$ cat config.mk
export PLATFORM = sky130hd
export DESIGN_NAME = request_resolver
export DESIGN_NICKNAME = d
export VERILOG_FILES = /design/src/rtl/request_resolver.sv
export SDC_FILE = /design/constraint.sdc
export NUM_CORES = 1
export LEC_CHECK = 0
export CAP_MARGIN = 20
export CORE_MARGIN = 3
export CORE_UTILIZATION = 40
export DETAILED_ROUTE_END_ITERATION = 7
export GPL_ROUTABILITY_DRIVEN = 0
export SETUP_SLACK_MARGIN = 0.3
export SLEW_MARGIN = 20
export SYNTH_ARGS = -nofsm -noshare
export SYNTH_HDL_FRONTEND = slang
export SYNTH_SLANG_ARGS = --single-unit
$ cat constraint.sdc
create_clock -name clk -period 5.38 [get_ports clk]
set_clock_uncertainty 0.2 [all_clocks]
set_input_delay 1.076 -clock clk [delete_from_list [all_inputs] [get_ports clk]]
set_output_delay 1.076 -clock clk [all_outputs]
set_load 0.005 [all_outputs]
$ cat src/rtl/request_resolver.sv
// request_resolver: latches call buttons and picks the next target floor with a LOOK sweep.
// Define HOME_RETURN_EN to send the car back to floor 0 after IDLE_TIMEOUT idle cycles.
module request_resolver #(
    parameter int NUM_FLOORS   = 8,
    parameter int FLOOR_BITS   = 3,
    parameter int IDLE_TIMEOUT = 200
) (
    input  logic                  clk,
    input  logic                  reset,
    input  logic [NUM_FLOORS-1:0] call,
    input  logic [FLOOR_BITS-1:0] floor,
    input  logic                  up,
    input  logic                  down,
    input  logic                  open,
    output logic [FLOOR_BITS-1:0] req,
    output logic [NUM_FLOORS-1:0] pending,
    output logic                  busy,
    output logic                  sweep_up
);
    typedef enum logic [1:0] {
        IDLE       = 2'd0,
        SERVE_UP   = 2'd1,
        SERVE_DOWN = 2'd2
    } state_t;

    state_t                state;
    logic                  open_d;
    logic                  closed;
    logic [NUM_FLOORS-1:0] own_mask;
    logic [NUM_FLOORS-1:0] set_mask;
    logic [NUM_FLOORS-1:0] clr_mask;
    logic [NUM_FLOORS-1:0] pending_next;
    logic                  has_above;
    logic                  has_below;
    logic [FLOOR_BITS-1:0] lo_above;
    logic [FLOOR_BITS-1:0] hi_below;
    logic [FLOOR_BITS-1:0] dist_up;
    logic [FLOOR_BITS-1:0] dist_dn;
    logic                  home_fire;

    // Own-floor calls are dropped while stopped: the car is already there.
    always_comb begin
        closed   = !up && !down && !open;
        own_mask = '0;
        for (int i = 0; i < NUM_FLOORS; i++) begin
            own_mask[i] = (FLOOR_BITS'(i) == floor);
        end
        set_mask     = (open || (!up && !down)) ? (call & ~own_mask) : call;
        clr_mask     = (open && !open_d) ? own_mask : '0;
        pending_next = (pending | set_mask) & ~clr_mask;
    end

    // Priority encoders: last hit wins, giving the nearest floor on each side.
    always_comb begin
        has_above = 1'b0;
        lo_above  = '0;
        has_below = 1'b0;
        hi_below  = '0;
        for (int i = NUM_FLOORS - 1; i >= 0; i--) begin
            has_above = has_above | (pending[i] && (FLOOR_BITS'(i) > floor));
            lo_above  = (pending[i] && (FLOOR_BITS'(i) > floor)) ? FLOOR_BITS'(i) : lo_above;
        end
        for (int i = 0; i < NUM_FLOORS; i++) begin
            has_below = has_below | (pending[i] && (FLOOR_BITS'(i) < floor));
            hi_below  = (pending[i] && (FLOOR_BITS'(i) < floor)) ? FLOOR_BITS'(i) : hi_below;
        end
        dist_up = lo_above - floor;
        dist_dn = floor - hi_below;
    end

`ifdef HOME_RETURN_EN
    localparam int CW = $clog2(IDLE_TIMEOUT) + 1;
    logic [CW-1:0] idle_cnt;
    logic          count_en;

    // Count only truly idle cycles away from floor 0; any activity restarts the wait.
    always_comb begin
        count_en  = (state == IDLE) && !busy && closed && (req != '0) && (call == '0);
        home_fire = count_en && (idle_cnt == CW'(IDLE_TIMEOUT - 1));
    end

    // Idle counter for the home return.
    always_ff @(posedge clk) begin
        if (reset || !count_en || home_fire) begin
            idle_cnt <= '0;
        end else begin
            idle_cnt <= idle_cnt + 1'b1;
        end
    end
`else
    assign home_fire = (IDLE_TIMEOUT < 0);
`endif

    // Request latch, LOOK state machine and registered target.
    always_ff @(posedge clk) begin
        if (reset) begin
            state    <= IDLE;
            req      <= '0;
            pending  <= '0;
            busy     <= 1'b0;
            sweep_up <= 1'b1;
            open_d   <= 1'b0;
        end else begin
            open_d  <= open;
            pending <= pending_next;
            busy    <= |pending_next;
            if (up) begin
                if (has_above && (lo_above < req)) req <= lo_above;
            end else if (down) begin
                if (has_below && (hi_below > req)) req <= hi_below;
            end else if (closed) begin
                case (state)
                    IDLE: begin
                        if (has_above && (!has_below || (dist_up <= dist_dn))) begin
                            state    <= SERVE_UP;
                            sweep_up <= 1'b1;
                            req      <= lo_above;
                        end else if (has_below) begin
                            state    <= SERVE_DOWN;
                            sweep_up <= 1'b0;
                            req      <= hi_below;
                        end else if (home_fire) begin
                            req <= '0;
                        end
                    end
                    SERVE_UP: begin
                        if (has_above) begin
                            req <= lo_above;
                        end else if (has_below) begin
                            state    <= SERVE_DOWN;
                            sweep_up <= 1'b0;
                            req      <= hi_below;
                        end else if (pending == '0) begin
                            state <= IDLE;
                        end
                    end
                    SERVE_DOWN: begin
                        if (has_below) begin
                            req <= hi_below;
                        end else if (has_above) begin
                            state    <= SERVE_UP;
                            sweep_up <= 1'b1;
                            req      <= lo_above;
                        end else if (pending == '0) begin
                            state <= IDLE;
                        end
                    end
                    default: state <= IDLE;
                endcase
            end
        end
    end
endmodule

==> results of run 1 <==
through the flow:
stage	setup slack, ps	total power, mW	cells
2_1_floorplan	993	0.378	234
3_3_place_gp	301	0.470	310
3_5_place_dp	280	0.467	310
4_1_cts	542	0.563	313
5_1_grt	307	0.624	313
6_report	606	0.575	313
per-layer routing:
metal / part of all wire / track usage / up-vias / routed length [um]
li1: - / - / 930 / -
met1: 0.51 / 0.314 / 897 / 2660
met2: 0.43 / 0.286 / 61 / 2230
met3: 0.048 / 0.0176 / 4 / 249
met4: 0.0077 / 0.0463 / 0 / 40
met5: 0 / 0 / - / 0
power groups by stage:
stage / clock network, mW / logic [mW] / registers (mW)
final: 0.0942 / 0.331 / 0.151
after global placement: 0 / 0.317 / 0.153
after floorplan: 0 / 0.231 / 0.148
after detailed placement: 0 / 0.315 / 0.153
after CTS: 0.0966 / 0.317 / 0.150
after global routing: 0.102 / 0.370 / 0.153
kinds of logic after synthesis:
kind of cell,Yosys count,synth area share
buffers and inverters,30,0.0794
DFF,16,0.172
xor gates and xnor gates,4,0.0188
adders and majority gates,16,0.116
AOI/OAI and AO/OA,89,0.388
muxes,5,0.0269
and+or+nand+nor,74,0.199
cell usage in the layout, fill, tap and decap left out, types with 2 or more instances in the layout:
master	n
sky130_fd_sc_hd__o32ai_1	3
sky130_fd_sc_hd__fa_1	2
sky130_fd_sc_hd__mux2i_1	5
sky130_fd_sc_hd__ha_1	14
sky130_fd_sc_hd__o31a_1	2
sky130_fd_sc_hd__nor3_1	4
sky130_fd_sc_hd__o2bb2ai_1	2
sky130_fd_sc_hd__buf_4	6
sky130_fd_sc_hd__o32ai_4	2
sky130_fd_sc_hd__inv_1	18
sky130_fd_sc_hd__a21oi_1	11
sky130_fd_sc_hd__a31oi_1	9
sky130_fd_sc_hd__a21o_1	2
sky130_fd_sc_hd__clkdlybuf4s50_1	27
sky130_fd_sc_hd__xnor2_1	2
sky130_fd_sc_hd__o21ai_1	6
sky130_fd_sc_hd__nor4_1	2
sky130_fd_sc_hd__a211oi_1	2
sky130_fd_sc_hd__nor2_1	25
sky130_fd_sc_hd__a221oi_1	4
sky130_fd_sc_hd__clkbuf_8	3
sky130_fd_sc_hd__nand2b_1	5
sky130_fd_sc_hd__xor2_1	2
sky130_fd_sc_hd__o21ai_0	12
sky130_fd_sc_hd__nor2_2	2
sky130_fd_sc_hd__a22oi_1	4
sky130_fd_sc_hd__nand3_1	6
sky130_fd_sc_hd__dfxtp_1	16
sky130_fd_sc_hd__nand2_1	12
sky130_fd_sc_hd__o21a_1	4
sky130_fd_sc_hd__nor2b_1	12
sky130_fd_sc_hd__o211ai_1	3
sky130_fd_sc_hd__o22ai_1	3
final cells by class:
type	count	share of cell area
Timing Repair Buffer	35	0.151
Multi-Input combinational cell	188	0.627
Inverter	19	0.0328
Tap cell	52	0.0289
Sequential cell	16	0.142
Clock buffer	3	0.0184
flip-flops by register name, summed over array words and instances, names as in the netlist:
signal	cells
pending	8
busy	1
open_d	1
sweep_up	1
state	2
req	3
worst max-delay path, cell delays in order:
cell and delay (ps):
sky130_fd_sc_hd__clkdlybuf4s50_1 440, sky130_fd_sc_hd__buf_4 180, sky130_fd_sc_hd__nor2b_1 110, sky130_fd_sc_hd__o21ai_1 60, sky130_fd_sc_hd__a31o_1 250, sky130_fd_sc_hd__a31oi_4 250, sky130_fd_sc_hd__inv_1 70, sky130_fd_sc_hd__ha_1 170
sky130_fd_sc_hd__inv_1 60, sky130_fd_sc_hd__fa_1 410, sky130_fd_sc_hd__ha_1 310, sky130_fd_sc_hd__nor2b_1 140, sky130_fd_sc_hd__o21a_1 190, sky130_fd_sc_hd__o221ai_4 230, sky130_fd_sc_hd__o21ai_4 130, sky130_fd_sc_hd__nand2_1 70
sky130_fd_sc_hd__o21ai_1 60, sky130_fd_sc_hd__a211o_1 280, sky130_fd_sc_hd__o32ai_1 240
worst paths after layout:
check | from | end | slack, ps | cells after the start
setup reg to reg | pending[5] | req[1] | 1440 | 15
hold reg to reg | sweep_up | sweep_up | 310 | 2
setup / recovery | floor[0] | req[1] | 610 | 19
hold / removal | sweep_up | sweep_up | 310 | 2
repair_timing:
action	4_1_cts	5_1_grt
endpoints found under the hold margin	0	0
resized for setup	0	4
endpoints found under the setup margin	0	3
==> results.yml, run 1 <==
sta:
  worst_slew_pin_slew_ps: 689
  grt_setup_unrepaired: "no"
  fin_setup_tns_ps: 0
  setup_viol_count_final: 0
  maxSlewHeadroom: 0.539
  maxClockFrequency_mhz: 209
  final_period_minus_worst_setup_slack_ps: 4770
  hold-worst-slack_ps: 313
  min_period_over_period: 0.887
  maxSlewViolCount: 0
  number_of_hold_violations_in_the_final_report: 0
route:
  drtAntennaViolNets: 0
  avgRoutedWirePerCell_um: 16.6
  dr.pass1.iters: 4
  dr_total_vias: 1892
  postRouteWirelength_um: 5180
  drt_first_iter_violations: 184
  routed_vias_inst: 6.04
  drc: 0
place:
  post-dp-hpwl_um: 3960
  dpl_cell_area_sq_um: 2180
  place.port_buffers: 28
floorplan:
  initial_utilization: 0.421
  floorplan.rows: 24
  core-area_sq_um: 4410
  area_enclosed_by_the_die_boundary_sq_um: 5500
  io-pin-count: 29
  die_x_um: 74.2
  dieHeight_um: 74.2
yosys:
  most_common_cell_in_the_synthesized_netlist: "sky130_fd_sc_hd__nor2_1"
  synth.area.top_cells: "sky130_fd_sc_hd__dfxtp_1, sky130_fd_sc_hd__ha_1, sky130_fd_sc_hd__nor2_1, sky130_fd_sc_hd__nor2b_1, sky130_fd_sc_hd__inv_1"
  synth_edf_count: 0
  synthCells: 234
  synth.distinct_cells: 61
  yosysTopAreaCell: "sky130_fd_sc_hd__dfxtp_1"
  avgSynthCellArea_sq_um: 7.95
  ys_dominant_reg_cell: "sky130_fd_sc_hd__dfxtp_1"
  yosys_warnings: 0
  post_synth_instance_area_sq_um: 1860
  most_instantiated_cells_after_synthesis: "sky130_fd_sc_hd__nor2_1, sky130_fd_sc_hd__inv_1, sky130_fd_sc_hd__dfxtp_1, sky130_fd_sc_hd__ha_1"
  synthesis.nets: 266
  synth-seq-cells: 16
  post-synth-top-area-fraction: 0.172
  async_flop_share: 0
  synth.yosys.seq_area_share: 0.172
global_route:
  antenna_found_initial: 0
  grt_first_pass_wirelength_um: 8670
  grt_usage: 0.199
  grt-ovfl-total: 0
  grt_start_max_net_pins: 21
  grt_pass1_vias: 1743
cells_and_area:
  post_route_cells_drive_above_1_share: 0.107
  nets: 295
  multi_input_comb_area_sq_um: 1410
  n_antenna_cell: 0
  final_area_sq_um: 2250
  area_delta_synth_final_pct: 21.0
  final_standard_cell_utilization_of_the_core: 0.510
  final_layout_fill_cell_count: 460
  register_area_sq_um: 320
worst_hold_path:
  worstHoldPathType: "register to register"
power_and_ir_drop:
  worst_ir_drop_vdd_uv: 152
  power.leakage_nw: 0.828
  clock_power_share: 0.164
  powerDensity_nw_per_um2: 256
  sw_frac: 0.415
  power.share.sequential: 0.262
  intPower_uw: 336
  power.combinational.fraction: 0.575
  total_switching_power_uw: 239
critical_path:
  critPathArrivalTime_ps: 4740
  critPathRequiredTime_ps: 5350
  critical_path_fanouts_max: 9
  worstSetupEndpointType: "register"
  startpoint_kind_of_the_worst_setup_timing_path: "primary input"
  worst-setup-path-type: "primary input to register"
clock_network:
  post-cts-setup-buffer-count: 0
  insertion_delay_ps: 250
  clkTransAtPathRegs_ps: 70
  cts_htree_levels: 1
  clock_sink_count: 16
  cts_buffer_depth: 2
  ctsRootBufferMaster: "sky130_fd_sc_hd__clkbuf_8"
  tritoncts: "yes"
  clock_buffer_count_from_cts: 3
  cts_hold_repair.buffers: 0
outcome:
  run_status: "finished, final reports clean"
job:
  cap_violations: 0
Power figures use the tool's default switching activity.
==> run 2, diff against run 1 <==
GPL_TIMING_DRIVEN = 0   (was unset)
==> results.yml, run 2 (same netlist as run 1, synthesis figures left out) <==
place:
  place.port_buffers: 27
  dpl_cell_area_sq_um: 2190
  dp_worst_setup_slack_ps: 71.3
  post-dp-hpwl_um: 3910
  place.detailed.instances: 313
power_and_ir_drop:
  power.leakage_nw: 0.845
  worst_ir_drop_vdd_uv: 134
  design_power_total_uw: 601
  powerDensity_nw_per_um2: 259
cells_and_area:
  multi_input_comb_area_sq_um: 1450
  final_standard_cell_utilization_of_the_core: 0.526
  area_delta_synth_final_pct: 24.9
  final_area_sq_um: 2320
  finish.cell_count_without_fillers: 320
  n_antenna_cell: 0
  most_common_cell_after_layout_fill_and_taps_aside: "sky130_fd_sc_hd__clkdlybuf4s50_1"
  registers.top_by_ff_count: "pending"
  register_area_sq_um: 320
  mostFrequentLayoutCells: "sky130_fd_sc_hd__clkdlybuf4s50_1, sky130_fd_sc_hd__nor2_1, sky130_fd_sc_hd__inv_1"
  largest_register_ff_count: 8
  nets: 302
  post_route_cells_drive_above_1_share: 0.134
  final_layout_fill_cell_count: 433
  reg_top3: "pending: 8 flops, req: 3 flops, state: 2 flops"
critical_path:
  critPathArrivalTime_ps: 4890
  rr_startpoint: "pending[1]"
  critPathRequiredTime_ps: 5350
  critical_register_to_register_path_endpoint: "req[1]"
  critical_path_fanouts_max: 9
  reg2regPathDepth: 18
  worstSetupEndpointType: "register"
  regToRegSetupSlack_ps: 1470
  startpoint_kind_of_the_worst_setup_timing_path: "primary input"
  worst-setup-path-type: "primary input to register"
floorplan:
  io-pin-count: 29
  floorplan.rows: 24
  core-area_sq_um: 4410
  die_x_um: 74.2
  initial_utilization: 0.421
  area_enclosed_by_the_die_boundary_sq_um: 5500
  dieHeight_um: 74.2
route:
  drt_first_iter_violations: 147
  postRouteWirelength_um: 5230
  drtAntennaViolNets: 0
  dr.pass1.iters: 4
  avgRoutedWirePerCell_um: 16.4
  routed_vias_inst: 5.98
  dr_total_vias: 1914
  drc: 0
clock_network:
  cts_buffer_depth: 2
  ctsRootBufferMaster: "sky130_fd_sc_hd__clkbuf_8"
  clkTransAtPathRegs_ps: 70
  insertion_delay_ps: 250
  clock_buffer_count_from_cts: 3
  clock_sink_count: 16
  cts_hold_repair.buffers: 0
  cts_htree_levels: 1
  tritoncts: "yes"
sta:
  min_period_over_period: 0.915
  maxSlewHeadroom: 0.564
  number_of_hold_violations_in_the_final_report: 0
  worst_slew_pin_slew_ps: 653
  maxSlewViolCount: 0
  final_period_minus_worst_setup_slack_ps: 4920
  hold-worst-slack_ps: 303
  maxClockFrequency_mhz: 203
  pnr_worst_setup_slack_ps: 459
  fin_setup_tns_ps: 0
  grt_setup_unrepaired: "no"
  setup_viol_count_final: 0
worst_hold_path:
  worstHoldPathType: "register to register"
  worstHoldPathCells: 2
  whs_endpoint: "sweep_up"
  hold_start: "sweep_up"
global_route:
  grt_first_pass_wirelength_um: 8530
  grt_start_max_net_pins: 11
  grt-ovfl-total: 0
  antenna_found_initial: 0
  grt_pass1_vias: 1686
  grt_usage: 0.199
job:
  cap_violations: 0
outcome:
  run_status: "finished, final reports clean"
## run 2: final cells by class
class                      count  share of cell area
buffer                        11              0.0329
clock buffer                   3              0.0178
inverter                      19              0.0318
multi-input combinational    188               0.622
sequential                    16               0.138
tap                           52              0.0280
timing repair buffer          31               0.129
## run 2: what timing repair did
action | 4_1_cts | 5_1_grt
resized for setup | 0 | 8
setup buffers | 0 | 4
setup endpoints to repair | 0 | 4
## run 2: worst max-delay path: stages
cell                              delay (ps)
sky130_fd_sc_hd__clkdlybuf4s50_1         490
sky130_fd_sc_hd__buf_4                   170
sky130_fd_sc_hd__nand2_1                 110
sky130_fd_sc_hd__a21bo_2                 250
sky130_fd_sc_hd__a221oi_4                270
sky130_fd_sc_hd__a31oi_4                  90
sky130_fd_sc_hd__inv_1                    80
sky130_fd_sc_hd__ha_1                    130
sky130_fd_sc_hd__inv_1                    40
sky130_fd_sc_hd__fa_1                    400
sky130_fd_sc_hd__xor2_2                  170
sky130_fd_sc_hd__xnor2_1                 130
sky130_fd_sc_hd__ha_1                    320
sky130_fd_sc_hd__o21a_1                  140
sky130_fd_sc_hd__o221ai_4                210
sky130_fd_sc_hd__o21ai_4                 130
sky130_fd_sc_hd__nand2_1                  80
sky130_fd_sc_hd__o21ai_1                  60
sky130_fd_sc_hd__a211o_1                 320
sky130_fd_sc_hd__o32ai_2                 230
## run 2: how the worst max path moves through the flow
stage | startpoint | endpoint | slack (ps) | cells past startpoint
after floorplan | floor[0] | req[1] | 990 | 19
after global routing | floor[0] | req[1] | 270 | 20
after global placement | floor[2] | req[1] | 90 | 16
after CTS | floor[0] | req[1] | 310 | 16
final | floor[0] | req[1] | 460 | 20
after detailed placement | floor[0] | req[1] | 70 | 16
## run 2: where the power goes
part | internal (mW) | switching (mW)
clock | 0.0497 | 0.0418
combinational | 0.175 | 0.186
sequential | 0.132 | 0.0171
total | 0.356 | 0.245
## run 2: metal layers
metal	share of wire	routed length [um]	global-route usage	vias to the layer above
met2	0.43	2250	0.277	72
met3	0.065	341	0.0176	5
met1	0.49	2580	0.321	889
li1	-	-	-	948
met5	0	0	0	-
met4	0.011	59	0.0523	0
